===== src/rtl/vecrf_pkg.sv =====
// Package for the vector register file.
// Holds the FSM state encoding and two lane helpers shared by the storage
// array and the read ports. The helpers work on a fixed maximum width; the
// caller zero-extends its operands and truncates the result back to
// LANES*ELEM_WIDTH.
//   init_vec(ew, lanes)                    : vector with every element = 1
//   lane_merge(old, new, mask, ew, lanes)  : lanes with mask=1 take new, others keep old
package vecrf_pkg;

    localparam int MAX_VEC_W = 1024;
    localparam int MAX_LANES = 256;

    localparam logic [0:0] ST_IDLE = 1'b0;
    localparam logic [0:0] ST_INIT = 1'b1;

    function automatic logic [MAX_VEC_W-1:0] init_vec(input int ew, input int lanes);
        logic [MAX_VEC_W-1:0] v;
        v = '0;
        for (int i = 0; i < lanes; i++) begin
            v = v | (MAX_VEC_W'(1) << (i * ew));
        end
        return v;
    endfunction

    function automatic logic [MAX_VEC_W-1:0] lane_merge(
        input logic [MAX_VEC_W-1:0] old_v,
        input logic [MAX_VEC_W-1:0] new_v,
        input logic [MAX_LANES-1:0] mask,
        input int                   ew,
        input int                   lanes
    );
        logic [MAX_VEC_W-1:0] r;
        logic [MAX_VEC_W-1:0] lane_ones;
        logic [MAX_VEC_W-1:0] lm;
        r         = old_v;
        lane_ones = (MAX_VEC_W'(1) << ew) - MAX_VEC_W'(1);
        for (int i = 0; i < lanes; i++) begin
            if (((mask >> i) & MAX_LANES'(1)) != '0) begin
                lm = lane_ones << (i * ew);
                r  = (r & ~lm) | (new_v & lm);
            end
        end
        return r;
    endfunction

endpackage


===== src/rtl/vecrf_read_port.sv =====
// One registered read port of the vector register file.
// Selects an entry from the flattened storage, overlays the write that is
// committing in the same cycle (bypass), and registers data and valid.
// Ports:
//   clk, reset            clock, asynchronous active-high reset
//   rd_en, rd_addr        read request and entry
//   mem_flat              all entries, entry i at [i*VW +: VW]
//   cm_en/addr/mask/data  the write committing at this edge (normal or init)
//   rd_data, rd_valid     registered result
// Handshake: rd_en sampled at edge N produces rd_valid=1 and rd_data during
// the cycle after edge N; there is no back-pressure. With rd_en=0, rd_valid
// drops and rd_data keeps the last returned value.
module vecrf_read_port
    import vecrf_pkg::*;
#(
    parameter int ELEM_WIDTH = 4,
    parameter int LANES      = 4,
    parameter int NUM_REGS   = 4,
    parameter int AW         = 2,
    localparam int VW        = LANES * ELEM_WIDTH
) (
    input  logic                   clk,
    input  logic                   reset,
    input  logic                   rd_en,
    input  logic [AW-1:0]          rd_addr,
    input  logic [NUM_REGS*VW-1:0] mem_flat,
    input  logic                   cm_en,
    input  logic [AW-1:0]          cm_addr,
    input  logic [LANES-1:0]       cm_mask,
    input  logic [VW-1:0]          cm_data,
    output logic [VW-1:0]          rd_data,
    output logic                   rd_valid
);

    logic [VW-1:0] sel;
    logic [VW-1:0] rd_data_d, rd_data_q;
    logic          rd_valid_d, rd_valid_q;

    always_comb begin
        // Out-of-range addresses match no entry and read as zero.
        sel = '0;
        for (int i = 0; i < NUM_REGS; i++) begin
            if (rd_addr == AW'(i)) begin
                sel = mem_flat[i*VW +: VW];
            end
        end
        // A committing write is always in range, so an address match implies
        // a valid entry.
        if (cm_en && (cm_addr == rd_addr)) begin
            sel = VW'(lane_merge(MAX_VEC_W'(sel), MAX_VEC_W'(cm_data),
                                 MAX_LANES'(cm_mask), ELEM_WIDTH, LANES));
        end
        rd_data_d  = rd_en ? sel : rd_data_q;
        rd_valid_d = rd_en;
    end

    always_ff @(posedge clk or posedge reset) begin
        if (reset) begin
            rd_data_q  <= '0;
            rd_valid_q <= 1'b0;
        end else begin
            rd_data_q  <= rd_data_d;
            rd_valid_q <= rd_valid_d;
        end
    end

    assign rd_data  = rd_data_q;
    assign rd_valid = rd_valid_q;

endmodule


===== src/rtl/vector_register_file.sv =====
// Vector register file: NUM_REGS entries of LANES x ELEM_WIDTH elements.
// Per-lane masked writes, two registered read ports with write bypass, and a
// sequenced re-initialise that writes the all-ones-per-element vector into
// one entry per cycle while busy is high.
// Ports:
//   clk, reset                   clock, asynchronous active-high reset
//   wr_en/wr_addr/wr_mask/wr_data  masked write (dropped while busy)
//   rd_en_a/rd_addr_a -> rd_data_a/rd_valid_a   read port A, 1-cycle latency
//   rd_en_b/rd_addr_b -> rd_data_b/rd_valid_b   read port B, 1-cycle latency
//   init_start                   pulse to start re-initialise (ignored while busy)
//   busy                         high while the re-initialise runs
//   dbg_state                    current FSM state (ST_IDLE / ST_INIT)
module vector_register_file
    import vecrf_pkg::*;
#(
    parameter int ELEM_WIDTH = 4,
    parameter int LANES      = 4,
    parameter int NUM_REGS   = 4,
    localparam int AW        = $clog2(NUM_REGS),
    localparam int VW        = LANES * ELEM_WIDTH
) (
    input  logic             clk,
    input  logic             reset,
    input  logic             wr_en,
    input  logic [AW-1:0]    wr_addr,
    input  logic [LANES-1:0] wr_mask,
    input  logic [VW-1:0]    wr_data,
    input  logic             rd_en_a,
    input  logic [AW-1:0]    rd_addr_a,
    output logic [VW-1:0]    rd_data_a,
    output logic             rd_valid_a,
    input  logic             rd_en_b,
    input  logic [AW-1:0]    rd_addr_b,
    output logic [VW-1:0]    rd_data_b,
    output logic             rd_valid_b,
    input  logic             init_start,
    output logic             busy,
    output logic [0:0]       dbg_state
);

    localparam logic [VW-1:0] INIT_VEC   = VW'(init_vec(ELEM_WIDTH, LANES));
    localparam logic [AW-1:0] LAST_IDX   = AW'(NUM_REGS - 1);
    localparam logic [AW:0]   NUM_REGS_W = (AW+1)'(NUM_REGS);

    logic [0:0]             state_d, state_q;
    logic [AW-1:0]          cnt_d, cnt_q;
    logic [VW-1:0]          mem_d [NUM_REGS];
    logic [VW-1:0]          mem_q [NUM_REGS];
    logic [NUM_REGS*VW-1:0] mem_flat;

    // The single write that commits at this edge: the init sequence owns the
    // write port while busy, otherwise the external write if in range.
    logic             cm_en;
    logic [AW-1:0]    cm_addr;
    logic [LANES-1:0] cm_mask;
    logic [VW-1:0]    cm_data;

    always_comb begin
        cm_en   = 1'b0;
        cm_addr = wr_addr;
        cm_mask = wr_mask;
        cm_data = wr_data;
        if (state_q == ST_INIT) begin
            cm_en   = 1'b1;
            cm_addr = cnt_q;
            cm_mask = '1;
            cm_data = INIT_VEC;
        end else if (wr_en && ({1'b0, wr_addr} < NUM_REGS_W)) begin
            cm_en = 1'b1;
        end
    end

    always_comb begin
        for (int i = 0; i < NUM_REGS; i++) begin
            mem_d[i] = mem_q[i];
            if (cm_en && (cm_addr == AW'(i))) begin
                mem_d[i] = VW'(lane_merge(MAX_VEC_W'(mem_q[i]), MAX_VEC_W'(cm_data),
                                          MAX_LANES'(cm_mask), ELEM_WIDTH, LANES));
            end
            mem_flat[i*VW +: VW] = mem_q[i];
        end
    end

    // IDLE -> INIT on init_start; INIT walks cnt 0..NUM_REGS-1 and returns,
    // so busy is high for exactly NUM_REGS cycles.
    always_comb begin
        state_d = state_q;
        cnt_d   = cnt_q;
        if (state_q == ST_IDLE) begin
            if (init_start) begin
                state_d = ST_INIT;
                cnt_d   = '0;
            end
        end else begin
            if (cnt_q == LAST_IDX) begin
                state_d = ST_IDLE;
                cnt_d   = '0;
            end else begin
                cnt_d = cnt_q + AW'(1);
            end
        end
    end

    always_ff @(posedge clk or posedge reset) begin
        if (reset) begin
            state_q <= ST_IDLE;
            cnt_q   <= '0;
            for (int i = 0; i < NUM_REGS; i++) begin
                mem_q[i] <= INIT_VEC;
            end
        end else begin
            state_q <= state_d;
            cnt_q   <= cnt_d;
            for (int i = 0; i < NUM_REGS; i++) begin
                mem_q[i] <= mem_d[i];
            end
        end
    end

    vecrf_read_port #(
        .ELEM_WIDTH(ELEM_WIDTH), .LANES(LANES), .NUM_REGS(NUM_REGS), .AW(AW)
    ) u_port_a (
        .clk      (clk),
        .reset    (reset),
        .rd_en    (rd_en_a),
        .rd_addr  (rd_addr_a),
        .mem_flat (mem_flat),
        .cm_en    (cm_en),
        .cm_addr  (cm_addr),
        .cm_mask  (cm_mask),
        .cm_data  (cm_data),
        .rd_data  (rd_data_a),
        .rd_valid (rd_valid_a)
    );

    vecrf_read_port #(
        .ELEM_WIDTH(ELEM_WIDTH), .LANES(LANES), .NUM_REGS(NUM_REGS), .AW(AW)
    ) u_port_b (
        .clk      (clk),
        .reset    (reset),
        .rd_en    (rd_en_b),
        .rd_addr  (rd_addr_b),
        .mem_flat (mem_flat),
        .cm_en    (cm_en),
        .cm_addr  (cm_addr),
        .cm_mask  (cm_mask),
        .cm_data  (cm_data),
        .rd_data  (rd_data_b),
        .rd_valid (rd_valid_b)
    );

    assign busy      = (state_q == ST_INIT);
    assign dbg_state = state_q;

endmodule


===== config.mk =====
export PLATFORM = sky130hd
export DESIGN_NAME = vector_register_file
export DESIGN_NICKNAME = d
export VERILOG_FILES = /design/src/rtl/vecrf_pkg.sv /design/src/rtl/vecrf_read_port.sv /design/src/rtl/vector_register_file.sv
export SDC_FILE = /design/constraint.sdc
export NUM_CORES = 1
export LEC_CHECK = 0
export ABC_AREA = 1
export CAP_MARGIN = 10
export CORE_ASPECT_RATIO = 1.25
export CORE_MARGIN = 2
export CORE_UTILIZATION = 61
export DETAILED_ROUTE_END_ITERATION = 10
export GPL_TIMING_DRIVEN = 1
export PLACE_DENSITY_LB_ADDON = 0.1
export SLEW_MARGIN = 5
export SYNTH_ARGS = -nofsm -noshare
export SYNTH_HDL_FRONTEND = slang
export SYNTH_HIERARCHICAL = 1
export SYNTH_SLANG_ARGS = --single-unit

===== constraint.sdc =====
create_clock -name clk -period 4.8 [get_ports clk]
set_input_delay 1.2 -clock clk [delete_from_list [all_inputs] [get_ports clk]]
set_output_delay 1.2 -clock clk [all_outputs]
set_load 0.1 [all_outputs]

==> results.toml <==
[global_routing]
busiest_layer = "met2"
use_met3_pct = 5.96
grt_pass1_wl_um = 25600
grt-ovfl-total = 0
grt_pass1_vias = 5308
globalRouteMet1Util_pct = 42.1
grt_max_degree = 41
track_usage_pct = 30.0
grt_use_met2_pct = 48.2
antenna_found_initial = 0

[sta]
setup_ws_ns = 1.74
skew_ns = 0.00801
fmax_ghz = 0.327
finalHoldViolCount = 0
post-route-min-period_ns = 3.06
slew_headroom_pct = 34.2
fin_crit_sh_pct = 63.8
rsz0062_at_grt = "false"
finalSetupViolations = 0
tightest_slew_ns = 0.983
slew_violations = 0
setup_tns_ns = 0
finalHoldWorstSlack_ns = 0.474

[synth]
synth.most_common_cell = "nand2_1"
yosysTopAreaCellShare_pct = 35.2
muxShareOfSynthArea_pct = 0
synth_top_family_by_area = "simple AND/OR/NAND/NOR gates"
synth_xor_area_share_pct = 0.290
synth_edf_count = 0
syn_inst = 881
yosysUniqueCellTypes = 25
synth-compound-area-share_pct = 0.393
synth-seq-cells = 101
syn_nets = 914
ys_top_cells_by_area = "dfrtp_1 35%, nand2_1 21%, nand4_1 9.5%, dfstp_2 7.0%, nand3_1 6.5%"
synth-seq-area-share_pct = 42.1
syn_area_per_cell_um2 = 6.86
synth_largest_area_cell = "dfrtp_1"
async_reset_ff_share_pct = 100
yosys_warnings = 6
synthTopCellsByCount = "345 x nand2_1, 92 x nand4_1, 91 x inv_1"
synthAdderAreaFrac_pct = 0.207
syn_area_um2 = 6040
yosys.area_share.simple_pct = 46.4
synth_ff_type = "dfrtp_1"

[clock_tree]
cts-root-buf = "clkbuf_16"
post-cts-setup-buffers = 0
clock_latency_ns = 0.34
ctsHtreeMaxLevel = 3
cts_buffers = 9
cts-resized-gates = 0
clkTransAtPathRegs_ns = 0.07
clockBufferDepth = 2
holdBufCountCts = 0
cts_tree = "built"
clock_sinks = 101

[drt]
first_pass_iters = 5
wl_um = 15600
drtIter0Drc = 545
ant_nets = 0
drcViolationCount = 0
wl_per_cell_um = 14.8
route.vias.total = 6019
vias_per_cell = 5.72

[place]
post-place-ws_ns = 1.51
dpl.hpwl_um = 11400
numPortBuffers = 67
place_congestion = 0.881
placed_cell_area_um2 = 6700
dp_cells = 1036

[power_and_ir_drop]
p_per_area_nw_per_um2 = 746
cellLeakagePower_nw = 3.64
vdd_drop_max_mv = 0.532
total_power_mw = 5.22

[outcome]
status = "finished clean"

[layout]
finalInstanceArea_um2 = 6990
finalNetCount = 954
final_cells = 1052
nFillCells = 814
fin_util_pct = 72.7
antennaDiodeCount = 0
syn_to_final_growth_pct = 15.6
drive_above_1_share_pct = 8.10

[setup_path]
start_kind = "flip-flop"
crit_chain = "clkdlybuf4s50_1"
r2r_slack_ns = 2.43
required_ns = 3.60
cp.depth = 1
critPathKind = "flip-flop to output port"
cpLargestDelayFamily = "buffers and inverters"
worst-path-max-fanout = 3
max_stage_delay_ns = 1.15
end_kind = "output port"
rr_endpoint = "u_port_a/rd_data[4]"
path_buf_inv = 1
crit_path_end = "busy"
crit_slowest_cell = "clkdlybuf4s50_1"
crit_start = "busy"
r2r-start = "busy"
cp.arrival_ns = 1.86
rr_worst_depth = 13

[floorplan]
io_pins = 68
fp.dieW_um = 93.0
core_um2 = 9610
die_area_um2 = 10700
die_y_um = 115
initial_core_util_pct = 62.9
num_rows = 40

[worst_hold_path]
hold_class = "flip-flop to flip-flop"

[job]
drv_cap = 0
-- worst reg2reg max path, cell delays in order, from the launching register on --
cell	delay, ns
dfrtp_1	0.37
buf_4	0.32
nand2_1	0.11
o21ai_2	0.07
buf_4	0.38
inv_1	0.14
nand2_1	0.09
nand2_1	0.06
nor2_1	0.10
buf_4	0.25
nand3_2	0.13
nand2_1	0.12
nand3_1	0.08
nand2_1	0.10
-- state kept, by name, summed over array words and instances, names as in the netlist --
name and flops:
mem_flat 64, u_port_a/rd_data 16, u_port_a/rd_valid 1, busy 1, u_port_b/rd_data 16, u_port_b/rd_valid 1, cnt_q 2
-- cell type report --
| class | count | area, µm² | area share, % |
|---|---|---|---|
| Clock buffer | 15 | 288 | 4.12 |
| Clock inverter | 1 | 5.00 | 0.0716 |
| Inverter | 97 | 364 | 5.21 |
| Multi-Input combinational cell | 632 | 2860 | 40.9 |
| Sequential cell | 101 | 2550 | 36.4 |
| Tap cell | 126 | 158 | 2.26 |
| Timing Repair Buffer | 80 | 768 | 11.0 |
-- layer usage --
metal | up-vias | wire length [µm]
li1 | 2882 | -
met1 | 2756 | 6530
met2 | 351 | 7360
met3 | 30 | 1450
met4 | 0 | 240
met5 | - | 0
-- cell usage in the layout (no fill, tap or decap), types with 4 or more instances in the layout --
master / instances
nand2_1: 345
nand3_2: 8
dfrtp_1: 85
clkbuf_16: 9
clkdlybuf4s50_1: 67
nor2_1: 78
nand3_1: 78
clkbuf_8: 4
dfstp_2: 16
nor2_2: 7
buf_4: 13
or2_2: 4
nand4_1: 92
nor2_4: 5
inv_1: 90
inv_2: 7
-- report_power, final --
part           internal, mW  switching, mW
Clock                 0.408          0.300
Sequential             1.29          0.296
Combinational         0.773           2.15
-- how the worst min path moves through the flow --
stage                             from      endpoint  slack (ns)  cells after the start
after floorplan           mem_flat[42]  mem_flat[42]        0.45                      2
after global placement    mem_flat[40]  mem_flat[40]        0.46                      2
after detailed placement  mem_flat[60]  mem_flat[60]        0.46                      2
after CTS                 mem_flat[60]  mem_flat[60]        0.47                      2
after global routing      mem_flat[60]  mem_flat[60]        0.48                      2
final                     mem_flat[60]  mem_flat[60]        0.47                      2
-- kinds of logic (layout without fill, tap and decap cells) --
| family | after synthesis | count (layout) |
|---|---|---|
| fa+ha+maj | 1 | 1 |
| buf+inv | 148 | 193 |
| compound gates | 4 | 4 |
| simple gates | 625 | 625 |
| flops | 101 | 101 |
| xor+xnor | 2 | 2 |
Note: power is estimated with default switching activity, not from simulation.
